**src/rtl/stk_ctrl_pkg.sv**
```systemverilog
// stk_ctrl_pkg: opcodes, datapath control encodings, sequencer states and strobe bundle
package stk_ctrl_pkg;
  localparam logic [3:0] OP_NOP   = 4'd0;
  localparam logic [3:0] OP_PUSHI = 4'd1;
  localparam logic [3:0] OP_LOAD  = 4'd2;
  localparam logic [3:0] OP_STORE = 4'd3;
  localparam logic [3:0] OP_POP   = 4'd4;
  localparam logic [3:0] OP_GETR  = 4'd5;
  localparam logic [3:0] OP_SETR  = 4'd6;
  localparam logic [3:0] OP_HALT  = 4'd15;
  localparam logic [1:0] ES_HOLD = 2'b00;
  localparam logic [1:0] ES_PUSH = 2'b01;
  localparam logic [1:0] ES_POP  = 2'b10;
  localparam logic [1:0] PS_ZERO = 2'd0;
  localparam logic [1:0] PS_IMM  = 2'd1;
  localparam logic [1:0] PS_MEM  = 2'd2;
  localparam logic [1:0] PS_REG  = 2'd3;
  typedef enum logic [2:0] {ST_IDLE, ST_EXEC, ST_MEMRD, ST_SETTLE, ST_HALT} state_t;
  typedef struct packed {
    logic [1:0] es_op;
    logic       es_act;
    logic       pop_num;
    logic [1:0] push_src;
    logic       wea;
    logic       reg_write;
    logic [1:0] reg_addr;
  } strobes_t;
endpackage

```
**src/rtl/stack_ctrl_seq_if.sv**
```systemverilog
// stack_ctrl_seq_if: instruction handshake plus datapath control strobes
interface stack_ctrl_seq_if;
  logic [15:0] instr;
  logic        instr_valid;
  logic        instr_ready;
  logic [1:0]  ESOp;
  logic        ESAct;
  logic        popNum;
  logic [1:0]  pushSrc;
  logic [15:0] push_in;
  logic        wea;
  logic        regWrite;
  logic [1:0]  regAddress;
  modport master (
    input  instr, instr_valid,
    output instr_ready, ESOp, ESAct, popNum, pushSrc, push_in, wea, regWrite, regAddress
  );
  modport slave (
    output instr, instr_valid,
    input  instr_ready, ESOp, ESAct, popNum, pushSrc, push_in, wea, regWrite, regAddress
  );
endinterface

```
**src/rtl/stk_instr_decode.sv**
```systemverilog
// stk_instr_decode: IR opcode/register field to EXEC-cycle strobes and follow-on state
module stk_instr_decode
  import stk_ctrl_pkg::*;
(
  input  logic [3:0] op,
  input  logic [1:0] r,
  output strobes_t   s,
  output state_t     nxt
);
  logic act;
  always_comb begin
    act = op inside {OP_PUSHI, OP_STORE, OP_POP, OP_GETR, OP_SETR};
    s = '0;
    s.es_act = act;
    s.es_op = op inside {OP_PUSHI, OP_GETR} ? ES_PUSH : act ? ES_POP : ES_HOLD;
    s.pop_num = op == OP_STORE;
    s.push_src = op == OP_PUSHI ? PS_IMM : op == OP_GETR ? PS_REG : PS_ZERO;
    s.wea = op == OP_STORE;
    s.reg_write = op == OP_SETR;
    s.reg_addr = op inside {OP_GETR, OP_SETR} ? r : 2'd0;
    nxt = op == OP_LOAD ? ST_MEMRD : op == OP_HALT ? ST_HALT : act ? ST_SETTLE : ST_IDLE;
  end
endmodule

```
**src/rtl/stack_ctrl_seq.sv**
```systemverilog
// stack_ctrl_seq: multi-cycle stack datapath sequencer; define STK_DEPTH_CHECK_EN for over/underflow trapping
module stack_ctrl_seq
  import stk_ctrl_pkg::*;
#(
  parameter int DEPTH = 16
) (
  input  logic             clk,
  input  logic             reset,
  stack_ctrl_seq_if.master bus,
  output logic             busy,
  output logic             halted,
  output logic             err
);
  if (DEPTH < 2 || DEPTH > 4095) begin : g_depth_range
    $error("stack_ctrl_seq: DEPTH out of range");
  end
  state_t      state, nxt, dec_nxt;
  logic [15:0] ir;
  strobes_t    str, dec_str;
  logic        fault;
  stk_instr_decode u_dec (
    .op (ir[15:12]),
    .r  (ir[1:0]),
    .s  (dec_str),
    .nxt(dec_nxt)
  );
  always_ff @(posedge clk or negedge reset) begin
    if (!reset) begin
      state <= ST_IDLE;
      ir    <= '0;
    end else begin
      state <= nxt;
      if (state == ST_IDLE && bus.instr_valid) ir <= bus.instr;
    end
  end
  // a trapped check suppresses every strobe of the offending cycle
  always_comb begin
    nxt = state;
    str = '0;
    case (state)
      ST_IDLE: nxt = bus.instr_valid ? ST_EXEC : ST_IDLE;
      ST_EXEC: begin
        nxt = fault ? ST_HALT : dec_nxt;
        str = fault ? '0 : dec_str;
      end
      ST_MEMRD: begin
        nxt = fault ? ST_HALT : ST_SETTLE;
        str.es_act = !fault;
        str.es_op = fault ? ES_HOLD : ES_PUSH;
        str.push_src = fault ? PS_ZERO : PS_MEM;
      end
      ST_SETTLE: nxt = ST_IDLE;
      default: nxt = ST_HALT;
    endcase
  end
`ifdef STK_DEPTH_CHECK_EN
  localparam int DW = $clog2(DEPTH + 1);
  localparam logic [DW-1:0] FULL = DW'(DEPTH);
  logic [DW-1:0] depth, need;
  logic          push_exec;
  // LOAD needs A present, so it asks for one entry like a single pop
  always_comb begin
    push_exec = dec_str.es_act && dec_str.es_op == ES_PUSH;
    need = dec_str.es_op == ES_POP ? DW'(dec_str.pop_num) + DW'(1) : DW'(ir[15:12] == OP_LOAD);
    fault = state == ST_EXEC ? (push_exec && depth == FULL) || need > depth
          : state == ST_MEMRD && depth == FULL;
  end
  always_ff @(posedge clk or negedge reset) begin
    if (!reset) begin
      depth <= '0;
      err   <= 1'b0;
    end else begin
      if (str.es_act) depth <= str.es_op == ES_PUSH ? depth + DW'(1) : depth - DW'(str.pop_num) - DW'(1);
      if (fault) err <= 1'b1;
    end
  end
`else
  assign fault = 1'b0;
  assign err   = 1'b0;
`endif
  assign bus.instr_ready = state == ST_IDLE && reset;
  assign bus.ESOp        = str.es_op;
  assign bus.ESAct       = str.es_act;
  assign bus.popNum      = str.pop_num;
  assign bus.pushSrc     = str.push_src;
  assign bus.push_in     = {4'd0, ir[11:0]};
  assign bus.wea         = str.wea;
  assign bus.regWrite    = str.reg_write;
  assign bus.regAddress  = str.reg_addr;
  assign busy            = state != ST_IDLE;
  assign halted          = state == ST_HALT;
endmodule

```
**src/flat_wrapper.sv**
```systemverilog
// flat-port wrapper written by rule: the top's interface ports become plain ports
module stack_ctrl_seq_flat import stk_ctrl_pkg::*;
#(
  parameter int DEPTH = 16
)
  (clk, reset, busy, halted, err, bus_instr, bus_instr_valid, bus_instr_ready, bus_ESOp, bus_ESAct, bus_popNum, bus_pushSrc, bus_push_in, bus_wea, bus_regWrite, bus_regAddress);
  stack_ctrl_seq_if bus_i ();
  input  logic clk;
  input  logic reset;
  output logic busy;
  output logic halted;
  output logic err;
  input wire logic [$bits(bus_i.instr)-1:0] bus_instr;
  input wire logic [$bits(bus_i.instr_valid)-1:0] bus_instr_valid;
  output wire logic [$bits(bus_i.instr_ready)-1:0] bus_instr_ready;
  output wire logic [$bits(bus_i.ESOp)-1:0] bus_ESOp;
  output wire logic [$bits(bus_i.ESAct)-1:0] bus_ESAct;
  output wire logic [$bits(bus_i.popNum)-1:0] bus_popNum;
  output wire logic [$bits(bus_i.pushSrc)-1:0] bus_pushSrc;
  output wire logic [$bits(bus_i.push_in)-1:0] bus_push_in;
  output wire logic [$bits(bus_i.wea)-1:0] bus_wea;
  output wire logic [$bits(bus_i.regWrite)-1:0] bus_regWrite;
  output wire logic [$bits(bus_i.regAddress)-1:0] bus_regAddress;
  assign bus_i.instr = bus_instr;
  assign bus_i.instr_valid = bus_instr_valid;
  assign bus_instr_ready = bus_i.instr_ready;
  assign bus_ESOp = bus_i.ESOp;
  assign bus_ESAct = bus_i.ESAct;
  assign bus_popNum = bus_i.popNum;
  assign bus_pushSrc = bus_i.pushSrc;
  assign bus_push_in = bus_i.push_in;
  assign bus_wea = bus_i.wea;
  assign bus_regWrite = bus_i.regWrite;
  assign bus_regAddress = bus_i.regAddress;
  stack_ctrl_seq #(.DEPTH(DEPTH)) u_core (.clk(clk), .reset(reset), .bus(bus_i), .busy(busy), .halted(halted), .err(err));
endmodule
```
**config.mk**
```make
export PLATFORM = sky130hd
export DESIGN_NAME = stack_ctrl_seq_flat
export DESIGN_NICKNAME = d
export VERILOG_FILES = /design/src/rtl/stk_ctrl_pkg.sv /design/src/rtl/stack_ctrl_seq_if.sv /design/src/rtl/stk_instr_decode.sv /design/src/rtl/stack_ctrl_seq.sv /design/src/flat_wrapper.sv
export SDC_FILE = /design/constraint.sdc
export NUM_CORES = 1
export LEC_CHECK = 0
export BUFFER_PORTS_ARGS = -buffer_cell sky130_fd_sc_hd__buf_2
export CORE_ASPECT_RATIO = 1.5
export CORE_MARGIN = 1.5
export CORE_UTILIZATION = 50
export CTS_CLUSTER_DIAMETER = 80
export DETAILED_ROUTE_END_ITERATION = 7
export GPL_TIMING_DRIVEN = 0
export PLACE_DENSITY = 0.83
export SLEW_MARGIN = 40
export SYNTH_ARGS = -nofsm -noshare
export SYNTH_HDL_FRONTEND = slang
export SYNTH_HIERARCHICAL = 1
export SYNTH_SLANG_ARGS = --single-unit
```
**constraint.sdc**
```tcl
create_clock -name clk -period 2.4 [get_ports clk]
set_input_delay 0.48 -clock clk [delete_from_list [all_inputs] [get_ports clk]]
set_output_delay 0.48 -clock clk [all_outputs]
set_load 0.02 [all_outputs]
```
== After elaboration in Yosys (flattened, before gate mapping) ==
Index checks and enable logic that the tools add are counted.
Storage, ports and cells
  register bits after elaboration: 19
  bits of input ports: 19
  output and inout port bits: 30
  word-level logic and storage cells: 34
Cells by class
  equality and inequality tests: 11
  muxes and demuxes: 14
  reduce and logical (&&, ||, !) cells: 7
Operators with widths (number)
  4-bit by 3-bit == test with 1-bit output (second input constant): 3
  2-bit 2-to-1 mux: 6
  3-bit one-hot mux with 4 select lines: 1
  4-bit by 2-bit == test with 1-bit output (second input constant): 2
  3-bit by 2-bit == test with 1-bit output (second input constant): 2
  3-bit 2-to-1 mux: 2
  3-bit one-hot mux with 2 select lines: 1
  5-bit nonzero test: 1
  4-bit by 1-bit == test with 1-bit output (second input constant): 1
  4-bit == test (second input constant): 1
  4-bit 2-to-1 mux: 1
  2-bit one-hot mux with 2 select lines: 1
  2-bit nonzero test: 2
  3-bit by 1-bit == test with 1-bit output (second input constant): 1
  3-bit == test (second input constant): 1
  3-bit zero test: 1
  3-bit nonzero test: 1
  1-bit logical AND: 2
  1-bit 2-to-1 mux: 2

== Longest topological paths before layout ==
  depth in word-level cells: 6
  gate-level depth with buffers: 6
  mapped depth without buffers: 4

== Modules after synthesis ==
Netlist, hierarchy kept.
By module, submodules not included
  stack_ctrl_seq: instances 1, cells an instance 84, area an instance 1002.2 µm², sequential area each 475.5 µm²
  stk_instr_decode: instances 1, cells an instance 23, area an instance 161.4 µm², sequential area each 0.0 µm²

== Least setup slack after synthesis ==
No wires, ideal clock.
  path type: register to output
  start: reg u_core.state[0]
  end: out bus_instr_ready
  arrival time: 1473 ps
  required time: 1920 ps
  path slack: 447 ps
  stages on the path, launching flop included: 4
  cells stage by stage: dfrtp_1 clkbuf_1 or3_2 nor2_1
Between the ends
  cells in the longest elaborated chain, start to end: 2
RTL lines
  start, declared: line stack_ctrl_seq.sv:17  | state_t state, nxt, dec_nxt;
  start signal, assigned: line stack_ctrl_seq.sv:32  | state <= nxt;
  3-bit zero test: line stack_ctrl_seq.sv:81  | assign bus.instr_ready = state == ST_IDLE && reset;
  1-bit logical AND: line stack_ctrl_seq.sv:81
  end, declared: line flat_wrapper.sv:15  | output wire logic [$bits(bus_i.instr_ready)-1:0] bus_instr_ready;
No other way between the ends.

== Worst setup path after layout ==
  start: reg u_core.ir[12]
  end: out bus_ESAct
Between the ends
  cells in the longest elaborated chain, start to end: 3
  elaborated cells between the ends (all ways): 7
RTL lines
  start, declared: line stack_ctrl_seq.sv:18  | logic [15:0] ir;
  start signal, assigned: line stack_ctrl_seq.sv:33  | if (state == ST_IDLE && bus.instr_valid) ir <= bus.instr;
  4-bit by 1-bit == test with 1-bit output (tied with other cells): line stk_instr_decode.sv:12  | act = op inside {OP_PUSHI, OP_STORE, OP_POP, OP_GETR, OP_SETR};
  5-bit nonzero test (*): line stk_instr_decode.sv:12
  named net u_core.u_dec.act: line stk_instr_decode.sv:10  | logic act;
  3-bit one-hot mux with 2 select lines (*): line stack_ctrl_seq.sv:40  | case (state)
  end, declared: line flat_wrapper.sv:17  | output wire logic [$bits(bus_i.ESAct)-1:0] bus_ESAct;
Mark *: on every way through the listed nets, which the timed path passes. The rest lies on a longest branch.

==> results.sh <==
export IMPL_dr_pass1_iters=4
export IMPL_netlist_instances=107
export IMPL_antenna_cells=0
export IMPL_synth_top_family_by_area="simple AND/OR/NAND/NOR gates"
export IMPL_tns_ns=0
export IMPL_min_period_over_period_pct=93.3
export IMPL_antenna_found_initial=0
export IMPL_max_freq_mhz=447
export IMPL_setup_violations=0
export IMPL_grtUsageMet3_pct=2.31
export IMPL_hold_viol_final=0
export IMPL_synthToLayoutAreaGrowth_pct=24.6
export IMPL_synth_xor_area_share_pct=0.753
export IMPL_p_leak_nw=0.729
export IMPL_synth_cell_types=26
export IMPL_gp_congestion=0.693
export IMPL_ys_warn_count=6
export IMPL_busiest_layer="met2"
export IMPL_slew_headroom_pct=58.5
export IMPL_grt_usage_pct=17.5
export IMPL_finalWorstSetupSlack_ns=0.161
export IMPL_gr_total_overflow=0
export IMPL_post_cts_buffers=0
export IMPL_routed_wirelength_um=2210
export IMPL_die_area_um2=2630
export IMPL_path_max_fanout=10
export IMPL_holdBufCountCts=0
export IMPL_drc=0
export IMPL_io_pins=49
export IMPL_via_per_inst=4.91
export IMPL_grt_max_degree=21
export IMPL_crit_type="reg -> out"
export IMPL_arrival_ns=1.76
export IMPL_power_density_nw_per_um2=1380
export IMPL_synth_area_um2=1160
export IMPL_rsz0062_at_grt="false"
export IMPL_die_w_um=42.4
export IMPL_dpl_cell_area_um2=1420
export IMPL_cts_resized=0
export IMPL_worstSetupStartpointType="flop"
export IMPL_min_period_ns=2.24
export IMPL_grt_pass1_wl_um=3420
export IMPL_drv_slew=0
export IMPL_grt_pass1_vias=835
export IMPL_synthSimpleGateAreaFrac_pct=18.9
export IMPL_max_cap_violations=0
export IMPL_drtIter0Drc=14
export IMPL_fillers=195
export IMPL_io_buffers=43
export IMPL_cts_clk_slew_worst_paths_ns=0.11
export IMPL_hold_path_class="in -> async"
export IMPL_cts_sinks=19
export IMPL_grt_use_met1_pct=17.4
export IMPL_ant_nets=0
export IMPL_die_h_um=62.1
export IMPL_skew_ns=0.00672
export IMPL_grt_util_met2_pct=34.5
export IMPL_dp_hpwl_um=1770
export IMPL_start_util_pct=52.7
export IMPL_ys_seq_area_share_pct=40.9
export IMPL_cts_buffers=3
export IMPL_cts_path_max_buffers=2
export IMPL_worst_pin_slew_ns=0.622
export IMPL_cts_tree="done"
export IMPL_synth_area_per_cell_um2=10.9
export IMPL_placementRows=21
export IMPL_synthMuxAreaShare_pct=15.5
export IMPL_synth_compound_area_share_pct=6.13
export IMPL_status="finished, final reports clean"
export IMPL_final_nets=178
export IMPL_mostFrequentLayoutCell="buf_2"
export IMPL_end_kind="primary output"
export IMPL_coreArea_um2=2210
export IMPL_required_ns=1.92
export IMPL_pre_cts_ws_ns=0.492
export IMPL_via_count=888
export IMPL_peakVddDrop_v=0.000790
export IMPL_final_cell_mix="buf_2 (44), buf_4 (20), dfrtp_1 (19)"
export IMPL_htreeDepth=1
export IMPL_ys_ff_latch=19
export IMPL_cts_root_buf="clkbuf_4"
export IMPL_drive_gt1_share_pct=57.6
export IMPL_final_area_um2=1450
export IMPL_synth_fa_ha_area_share_pct=0
export IMPL_wl_per_cell_um=12.2
export IMPL_clk_latency_ns=0.29
-- stage by stage --
stage / total power, mW / instances / utilization [%] / hold WS [ns]
finish: 2.00 / 181 / 65.7 / 0.102
global route: 2.13 / 181 / 65.7 / 0.127
CTS: 2.02 / 181 / 65.7 / 0.111
detailed placement: 1.86 / 177 / 64.5 / 0.444
global placement: 1.79 / 177 / 64.5 / 0.431
floorplan: 1.55 / 111 / - / 0.184
-- critical path, stage by stage, from the launching register on --
cell      delay, ns
dfrtp_1        0.43
buf_6          0.15
a31oi_1        0.24
o21a_1         0.16
buf_4          0.09
nand3b_1       0.07
a21oi_1        0.15
buf_2          0.17
-- kinds of logic after synthesis --
| kind of cell | after synthesis |
|---|---|
| AND/OR/NAND/NOR | 31 |
| buffers and inverters | 28 |
| flip-flops | 19 |
| multiplexers | 16 |
| AO/OA/AOI/OAI | 11 |
| XOR/XNOR | 1 |
| other | 1 |
-- Yosys cell counts --
cell	count	area [um2]
buf_4	20	150
dfrtp_1	19	475
mux2_2	16	180
and2_1	7	43.8
a21oi_1	5	25.0
nand2b_1	5	31.3
nand3b_1	5	37.5
nor3b_1	4	30.0
buf_6	3	33.8
nor2_1	3	11.3
clkbuf_1	2	7.51
inv_1	2	7.51
nor3_1	2	10.0
o21a_1	2	15.0
a211oi_1	1	7.51
a31o_2	1	8.76
a31oi_1	1	6.26
and4_1	1	8.76
buf_2	1	5.00
conb_1	1	3.75
nand2_1	1	3.75
nor3b_2	1	12.5
nor4b_4	1	23.8
o31a_1	1	8.76
or3_2	1	7.51
xnor2_1	1	8.76
-- worst paths after layout --
path | startpoint | to | slack, ns | depth (start not counted)
max | u_core/ir[12]$_DFFE_PN0P_ | bus_ESAct | 0.16 | 7
max in group asynchronous | reset | u_core/ir[0]$_DFFE_PN0P_ | 1.99 | 1
min reg2reg | u_core/ir[3]$_DFFE_PN0P_ | u_core/ir[3]$_DFFE_PN0P_ | 0.52 | 1
min | reset | u_core/ir[7]$_DFFE_PN0P_ | 0.10 | 1
min in group clk | bus_instr[8] | u_core/ir[8]$_DFFE_PN0P_ | 0.41 | 2
max reg2reg | u_core/state[2]$_DFF_PN0_ | u_core/ir[13]$_DFFE_PN0P_ | 0.69 | 4
-- area by class of cell --
| class | instances | area, um2 | area share (%) |
|---|---|---|---|
| Clock buffer | 3 | 22.5 | 1.55 |
| Buffer | 26 | 196 | 13.5 |
| Clock inverter | 1 | 5.00 | 0.345 |
| Sequential cell | 19 | 475 | 32.8 |
| Timing Repair Buffer | 43 | 215 | 14.8 |
| Inverter | 2 | 7.51 | 0.518 |
| Multi-Input combinational cell | 64 | 499 | 34.4 |
| Tap cell | 23 | 28.8 | 1.98 |
-- report_power, final --
part           switching, mW  leakage [nW]  internal [mW]
Combinational          0.603         0.485          0.625
Clock                 0.0962        0.0177         0.0620
Sequential             0.133         0.226          0.483
-- registers in the layout, indices dropped and copies added, names as in the netlist --
| register | cells |
|---|---|
| u_core/ir | 16 |
| u_core/state | 3 |
-- metal layers --
metal  share of wire (%)  wire [um]  vias up
met1                  35        780      410
met5                   0          0        -
met2                  57       1260       35
li1                    -          -      439
met4                 1.9         41        0
met3                 6.1        134        4
Power figures use the tool's default switching activity.
